## config.mk

```make
export PLATFORM = sky130hd
export DESIGN_NAME = conv_result_streamer
export DESIGN_NICKNAME = d
export VERILOG_FILES = /design/src/rtl/conv_pkg.sv /design/src/rtl/conv_result_streamer.sv
export SDC_FILE = /design/constraint.sdc
export NUM_CORES = 1
export LEC_CHECK = 0
export ABC_CLOCK_PERIOD_IN_PS = 15000
export CORE_UTILIZATION = 45
export DETAILED_ROUTE_END_ITERATION = 8
export PLACE_DENSITY = 0.73
export SYNTH_ARGS = -nofsm -noshare
export SYNTH_HDL_FRONTEND = slang
export SYNTH_SLANG_ARGS = --single-unit
```

## constraint.sdc

```tcl
create_clock -name clock -period 15 [get_ports clock]
set_input_delay 3 -clock clock [delete_from_list [all_inputs] [get_ports clock]]
set_output_delay 3 -clock clock [all_outputs]
set_load 0.1 [all_outputs]
```

## src/rtl/conv_pkg.sv

```systemverilog
// Shared constants, state encoding and bus-slicing helper for the convolution
// result path.
package conv_pkg;

  localparam int unsigned CONV_W     = 19;
  localparam int unsigned CONV_N_OUT = 15;
  localparam int unsigned CONV_IDX_W = 4;

  typedef enum logic {
    ST_IDLE,
    ST_STREAM
  } conv_state_e;

  // Result k (0-based, 0 = C1) out of the packed results bus.
  function automatic logic [CONV_W-1:0] conv_slice(
    input logic [CONV_N_OUT*CONV_W-1:0] bus,
    input logic [CONV_IDX_W-1:0]        k
  );
    return bus[k*CONV_W +: CONV_W];
  endfunction

endpackage

```

## src/rtl/conv_result_streamer.sv

```systemverilog
// Snapshots the convolution results on the rising edge of done and streams
// them out C1 first over a valid/ready interface.
module conv_result_streamer
  import conv_pkg::*;
#(
  parameter int unsigned N_OUT = CONV_N_OUT,
  parameter int unsigned W     = CONV_W,
  parameter int unsigned IDX_W = CONV_IDX_W
) (
  input  logic               clock,
  input  logic               reset,
  input  logic               done,
  input  logic [N_OUT*W-1:0] conv_bus,
  output logic [W-1:0]       out_data,
  output logic [IDX_W-1:0]   out_index,
  output logic               out_valid,
  output logic               out_last,
  input  logic               out_ready,
  output logic               busy,
  output logic               overrun,
  output logic [7:0]         frame_count
);

  conv_state_e        state_q, state_d;
  logic [N_OUT*W-1:0] buf_q, buf_d;
  logic [IDX_W-1:0]   idx_q, idx_d;
  logic               done_q;
  logic               overrun_q, overrun_d;
  logic [7:0]         frame_count_q, frame_count_d;

  logic start;
  logic at_last;
  logic xfer;

  assign start   = done & ~done_q;
  assign at_last = (idx_q == IDX_W'(N_OUT - 1));
  assign xfer    = (state_q == ST_STREAM) & out_ready;

  always_comb begin
    state_d       = state_q;
    buf_d         = buf_q;
    idx_d         = idx_q;
    overrun_d     = overrun_q;
    frame_count_d = frame_count_q;

    unique case (state_q)
      ST_IDLE: begin
        if (start) begin
          buf_d   = conv_bus;
          idx_d   = '0;
          state_d = ST_STREAM;
        end
      end
      ST_STREAM: begin
        if (xfer && at_last) begin
          frame_count_d = frame_count_q + 8'd1;
          idx_d         = '0;
          // A start coinciding with the final beat chains straight into the next frame.
          if (start) begin
            buf_d = conv_bus;
          end else begin
            state_d = ST_IDLE;
          end
        end else begin
          if (xfer) begin
            idx_d = idx_q + IDX_W'(1);
          end
          if (start) begin
            overrun_d = 1'b1;
          end
        end
      end
      default: state_d = ST_IDLE;
    endcase
  end

  always_ff @(posedge clock or posedge reset) begin
    if (reset) begin
      state_q       <= ST_IDLE;
      buf_q         <= '0;
      idx_q         <= '0;
      done_q        <= 1'b0;
      overrun_q     <= 1'b0;
      frame_count_q <= '0;
    end else begin
      state_q       <= state_d;
      buf_q         <= buf_d;
      idx_q         <= idx_d;
      done_q        <= done;
      overrun_q     <= overrun_d;
      frame_count_q <= frame_count_d;
    end
  end

  // Outputs depend on registered state only, so out_ready never reaches them combinationally.
  assign out_valid   = (state_q == ST_STREAM);
  assign busy        = (state_q == ST_STREAM);
  assign out_last    = (state_q == ST_STREAM) & at_last;
  assign out_index   = idx_q;
  assign out_data    = conv_slice(buf_q, idx_q);
  assign overrun     = overrun_q;
  assign frame_count = frame_count_q;

endmodule
```

==> results.sh, run 1 <==
export IMPL_finalSetupViolations=0
export IMPL_async_reset_ff_share_pct=100.0
export IMPL_cts_setup_buffers=0
export IMPL_max_freq_ghz=0.1317
export IMPL_synth_cells=888
export IMPL_worst_slew_pin_slew_ns=1.071
export IMPL_drv_slew=0
export IMPL_final_hold_violation_count=0
export IMPL_synth_seq_cells=300
export IMPL_htreeDepth=2
export IMPL_finalPower_mw=4.149
export IMPL_cp_max_fo=53
export IMPL_cp_start_kind="flip-flop"
export IMPL_wirelength_um=37710
export IMPL_final_nets=1489
export IMPL_synth_area_per_cell_um2=15.47
export IMPL_grt_pass1_wl_um=57760
export IMPL_required_ns=12.00
export IMPL_drtIter0Drc=547
export IMPL_clockBufferDepth=3
export IMPL_finalClockSkew_ns=0.01541
export IMPL_worst_ir_drop_vdd_v=0.00009788
export IMPL_dpl_hpwl_um=27530
export IMPL_clk_pin_slew_worst_paths_ns=0.06
export IMPL_yosys_warnings=0
export IMPL_drive_gt1_share_pct=16.31
export IMPL_min_period_over_period_pct=50.63
export IMPL_run_status="finished, final reports clean"
export IMPL_grt_max_degree=164
export IMPL_mostFrequentLayoutCells="clkdlybuf4s50_1 (323), dfrtp_1 (298), mux2_1 (206)"
export IMPL_grt_util_all_layers_pct=24.99
export IMPL_coreArea_um2=29800
export IMPL_cts_tree="yes"
export IMPL_layout_min_cycle_time_ns=7.595
export IMPL_routedWlPerCell_um=23.36
export IMPL_num_rows=63
export IMPL_numCtsBuffers=34
export IMPL_routabilityCongestion=0.8252
export IMPL_drt_vias_per_instance=5.419
export IMPL_setup_tns_ns=0
export IMPL_clk_latency_ns=0.50
export IMPL_rsz0062_at_grt="false"
export IMPL_ctsHoldBuffers=0
export IMPL_firstDrtPassIters=4
export IMPL_clkSinkCount=300
export IMPL_ioPinCount=324
export IMPL_relSlewSlack_pct=28.40
export IMPL_cts_root_buf="clkbuf_16"
export IMPL_overflow=0
export IMPL_syn_nets=1180
export IMPL_netlist_area_um2=13740
export IMPL_antenna_found_initial=6
export IMPL_die_area_um2=31230
export IMPL_ant_nets=0
export IMPL_io_buffers=323
export IMPL_p_per_area_nw_per_um2=228.0
export IMPL_grt_pass1_vias=9458
export IMPL_dieHeight_um=176.7
export IMPL_min_path_type="flip-flop to flip-flop"
export IMPL_layout_commonest_cell="clkdlybuf4s50_1"
export IMPL_ys_types=41
export IMPL_die_w_um=176.7
export IMPL_maxCapViolCount=0
export IMPL_synth_edf_count=0
export IMPL_synth_ff_type="dfrtp_1"
export IMPL_worstPathArrival_ns=4.60
export IMPL_vias=8747
export IMPL_cts_resized=0
export IMPL_critPathKind="flip-flop to output pin"
export IMPL_ys_seq_area_share_pct=54.65
export IMPL_p_leak_nw=7.645
export IMPL_area_growth_pct=32.50
export IMPL_drc_errors=0
export IMPL_initial_core_util_pct=46.10
export IMPL_endpoint_kind="output pin"
-- logic make-up after synthesis --
logic type / after synthesis / share of synthesized area (%)
mux: 381 / 35.31
simple gates: 61 / 2.213
xor+xnor: 7 / 0.4464
buf+inv: 69 / 3.671
flops: 300 / 54.65
fa+ha+maj: 3 / 0.2733
compound gates: 67 / 3.434
-- report_power, final --
part / total (mW) / switching (mW) / internal (mW) / leakage [nW]
registers: 1.47 / 0.255 / 1.21 / 3.66
logic: 1.87 / 1.11 / 0.758 / 3.44
clock network: 0.812 / 0.324 / 0.488 / 0.550
-- worst max-delay path, stage by stage (launching register included) --
cell	delay, ns
dfrtp_4	0.84
buf_4	0.81
mux2i_1	0.20
a221oi_1	0.51
o21ai_0	0.18
a21oi_1	0.29
clkdlybuf4s50_1	1.18
-- registers in the layout, summed over array words and instances, names as in the netlist --
signal	cells
overrun	1
frame_count	8
busy	1
buf_q	285
done_q	1
out_index	4
-- stage by stage --
stage / worst slack, ns / hold WS [ns] / cell area (um^2) / instances / util [%]
after detailed placement: 7.847 / 0.4659 / 17090 / 1551 / 57.35
final: 7.405 / 0.4771 / 18200 / 1614 / 61.08
after CTS: 7.302 / 0.4791 / 18190 / 1610 / 61.05
after global routing: 7.183 / 0.4968 / 18200 / 1614 / 61.08
after floorplan: 3.711 / 0.4488 / 13740 / 888 / -
after global placement: 7.941 / 0.4619 / 17090 / 1551 / 57.35
-- cell type report --
type	count	area, um^2
diodes	4	10.01
flip-flops and latches	300	7515
clock buffers	52	1062
clock inverters	7	38.79
repair buffers	333	3321
multi-input cells	519	5724
fillers	2310	11600
well taps	390	488.0
inverters	9	41.29
-- layer usage --
layer  vias up  track usage, %  wire [um]
met4         0           8.800       1139
li1       3942               -          -
met3        61           4.897       2291
met5         -               0          0
met2       280           40.20      18150
met1      4464           33.79      16120
-- cells in the mapped netlist (5+ instances only) --
cell | number | area share, %
mux4_2 | 39 | 6.4
mux2_2 | 89 | 7.3
a221o_1 | 8 | 0.58
clkbuf_1 | 10 | 0.27
dfrtp_1 | 300 | 55
inv_1 | 7 | 0.19
o21ai_0 | 16 | 0.58
mux4_1 | 11 | 2.1
a221oi_1 | 14 | 0.89
a21oi_1 | 15 | 0.55
buf_6 | 10 | 0.82
nand3_1 | 5 | 0.18
mux2i_1 | 36 | 2.6
nand2_1 | 28 | 0.77
mux2_1 | 206 | 17
nor3_1 | 9 | 0.33
xnor2_1 | 6 | 0.38
buf_2 | 6 | 0.22
buf_4 | 29 | 1.6
-- final timing paths --
kind                       depth (start not counted)  slack [ns]                     start                     end
setup / recovery                                   6        7.40  out_index[0]$_DFFE_PP0P_            out_data[15]
hold / removal                                     1        0.48     buf_q[38]$_DFFE_PP0P_   buf_q[38]$_DFFE_PP0P_
setup reg to reg                                   9       10.58  out_index[0]$_DFFE_PP0P_  buf_q[146]$_DFFE_PP0P_
hold reg to reg                                    1        0.48     buf_q[38]$_DFFE_PP0P_   buf_q[38]$_DFFE_PP0P_
max in group asynchronous                          3       10.44                     reset   buf_q[73]$_DFFE_PP0P_
min in group asynchronous                          2        3.11                     reset  buf_q[190]$_DFFE_PP0P_
Note: power is estimated with default switching activity, not from simulation.
==> run 2: changes to the inputs <==
--- a/config.mk
+++ b/config.mk
@@ -5,10 +5,10 @@
 export SDC_FILE = /design/constraint.sdc
 export NUM_CORES = 1
 export LEC_CHECK = 0
-export ABC_CLOCK_PERIOD_IN_PS = 15000
+export ABC_CLOCK_PERIOD_IN_PS = 6850
 export CORE_UTILIZATION = 45
 export DETAILED_ROUTE_END_ITERATION = 8
-export PLACE_DENSITY = 0.73
+export PLACE_DENSITY = 0.76
 export SYNTH_ARGS = -nofsm -noshare
 export SYNTH_HDL_FRONTEND = slang
 export SYNTH_SLANG_ARGS = --single-unit
==> constraint.sdc (replaced) <==
create_clock -name clock -period 6.85 [get_ports clock]
set_input_delay 1.37 -clock clock [delete_from_list [all_inputs] [get_ports clock]]
set_output_delay 1.37 -clock clock [all_outputs]
set_load 0.1 [all_outputs]
==> run 2 against run 1 <==
  * Worst setup slack got worse by 6.1 ns
  * Wire length up 2.4%
  * Hold slack lost 0.0037 ns
  * Power rose by 120%
  * Critical path type unchanged
  * Largest cell class unchanged
==> results.sh, run 2 (synthesis results as in run 1) <==
export IMPL_regMostFlops="buf_q"
export IMPL_slowest_delay_ns=1.00
export IMPL_drtIter0Drc=488
export IMPL_drv_slew=0
export IMPL_largest_reg_flops=285
export IMPL_die_w_um=176.7
export IMPL_dieHeight_um=176.7
export IMPL_setup_tns_ns=0
export IMPL_setup_ws_ns=1.260
export IMPL_htreeDepth=2
export IMPL_drc_errors=0
export IMPL_antenna_found_initial=6
export IMPL_route_met2_wl_um=18680
export IMPL_numCtsBuffers=35
export IMPL_ant_nets=0
export IMPL_fin_area_um2=18180
export IMPL_cp_max_fo=50
export IMPL_final_hold_violation_count=0
export IMPL_grt_pass1_vias=9477
export IMPL_grt_util_all_layers_pct=25.27
export IMPL_firstDrtPassIters=5
export IMPL_initial_core_util_pct=46.10
export IMPL_cp_cell_sequence="buf_4 -> mux4_2 -> mux4_2 -> clkdlybuf4s50_1"
export IMPL_ioPinCount=324
export IMPL_p_leak_nw=7.620
export IMPL_finalClockSkew_ns=0.01731
export IMPL_ctsHoldBuffers=0
export IMPL_cts_tree="yes"
export IMPL_top_layer="met5"
export IMPL_overflow=0
export IMPL_cp_start_kind="flip-flop"
export IMPL_max_freq_ghz=0.1789
export IMPL_required_ns=5.48
export IMPL_layout_min_cycle_time_ns=5.590
export IMPL_drive_gt1_share_pct=15.94
export IMPL_dpl_hpwl_um=28300
export IMPL_place_area_um2=17120
export IMPL_worstPathArrival_ns=4.22
export IMPL_finalSetupViolations=0
export IMPL_crit_path_top_delay_cell="clkdlybuf4s50_1"
export IMPL_p_per_area_nw_per_um2=501.5
export IMPL_crit_family="buffers and inverters"
export IMPL_routedWlPerCell_um=23.96
export IMPL_clkSinkCount=300
export IMPL_cts_root_buf="clkbuf_16"
export IMPL_dp_worst_setup_slack_ns=1.762
export IMPL_drt_vias_per_instance=5.492
export IMPL_grt_pass1_wl_um=58220
export IMPL_vias=8848
export IMPL_coreArea_um2=29800
export IMPL_min_period_over_period_pct=81.61
export IMPL_cts_setup_buffers=0
export IMPL_worst_slew_pin_slew_ns=1.078
export IMPL_routabilityCongestion=0.8457
export IMPL_min_path_type="flip-flop to flip-flop"
export IMPL_cts_resized=0
export IMPL_wirelength_um=38600
export IMPL_critPathKind="flip-flop to output pin"
export IMPL_endpoint_kind="output pin"
export IMPL_worst_ir_drop_vdd_v=0.0005529
export IMPL_area_growth_pct=32.39
export IMPL_met3_length_um=2818
export IMPL_grt_max_degree=177
export IMPL_relSlewSlack_pct=27.90
export IMPL_die_area_um2=31230
export IMPL_crit_path_frequent_cell="mux4_2"
export IMPL_path_buf_inv=2
export IMPL_mostFrequentLayoutCells="clkdlybuf4s50_1 (323), dfrtp_1 (298), mux2_1 (206)"
export IMPL_layout_commonest_cell="clkdlybuf4s50_1"
export IMPL_run_status="finished, final reports clean"
export IMPL_maxCapViolCount=0
export IMPL_final_nets=1491
export IMPL_rsz0062_at_grt="false"
export IMPL_clockBufferDepth=3
export IMPL_r2r_slack_ns=3.64
export IMPL_clk_pin_slew_worst_paths_ns=0.06
export IMPL_route_layer_met1_wl_um=15750
export IMPL_io_buffers=323
export IMPL_clk_latency_ns=0.51
export IMPL_num_rows=63
[run 2: layout make-up]
cell class                      count  area [um^2]
Tap cell                          390        488.0
Clock buffer                       52         1042
Fill cell                        2312        11610
Antenna cell                        4        10.01
Multi-Input combinational cell    519         5724
Timing Repair Buffer              334         3353
Sequential cell                   300         7515
Clock inverter                      3        15.01
Inverter                            9        37.54
[run 2: through the flow]
| step | hold slack, ns | util (%) | total power [mW] | instances |
|---|---|---|---|---|
| after floorplan | 0.4488 | - | 6.105 | 888 |
| after global placement | 0.4592 | 57.45 | 7.317 | 1552 |
| after detailed placement | 0.4664 | 57.45 | 7.417 | 1552 |
| after CTS | 0.4800 | 61.00 | 9.189 | 1607 |
| after global routing | 0.4930 | 61.03 | 9.543 | 1611 |
| final | 0.4734 | 61.03 | 9.119 | 1611 |
[run 2: worst paths after layout]
path,depth (start not counted),from,endpoint
worst max-delay path,4,out_index[0]$_DFFE_PP0P_,out_data[17]
worst min-delay path,1,buf_q[180]$_DFFE_PP0P_,buf_q[180]$_DFFE_PP0P_
worst max register to register,7,out_index[0]$_DFFE_PP0P_,buf_q[270]$_DFFE_PP0P_
worst min register to register,1,buf_q[180]$_DFFE_PP0P_,buf_q[180]$_DFFE_PP0P_
max in group asynchronous,4,reset,out_index[0]$_DFFE_PP0P_
min in group asynchronous,3,reset,buf_q[184]$_DFFE_PP0P_
[run 2: layer usage]
metal	up-vias	global-route usage, %
met5	-	0
met4	4	9.124
met3	76	6.551
met2	304	40.88
met1	4522	32.77
li1	3942	-
[run 2: report_power, final]
group          internal, mW  leakage, nW  switching [mW]
sequential             2.66         3.66           0.639
combinational          1.66         3.44            2.42
clock                  1.04        0.521           0.697
total                  5.36         7.62            3.76
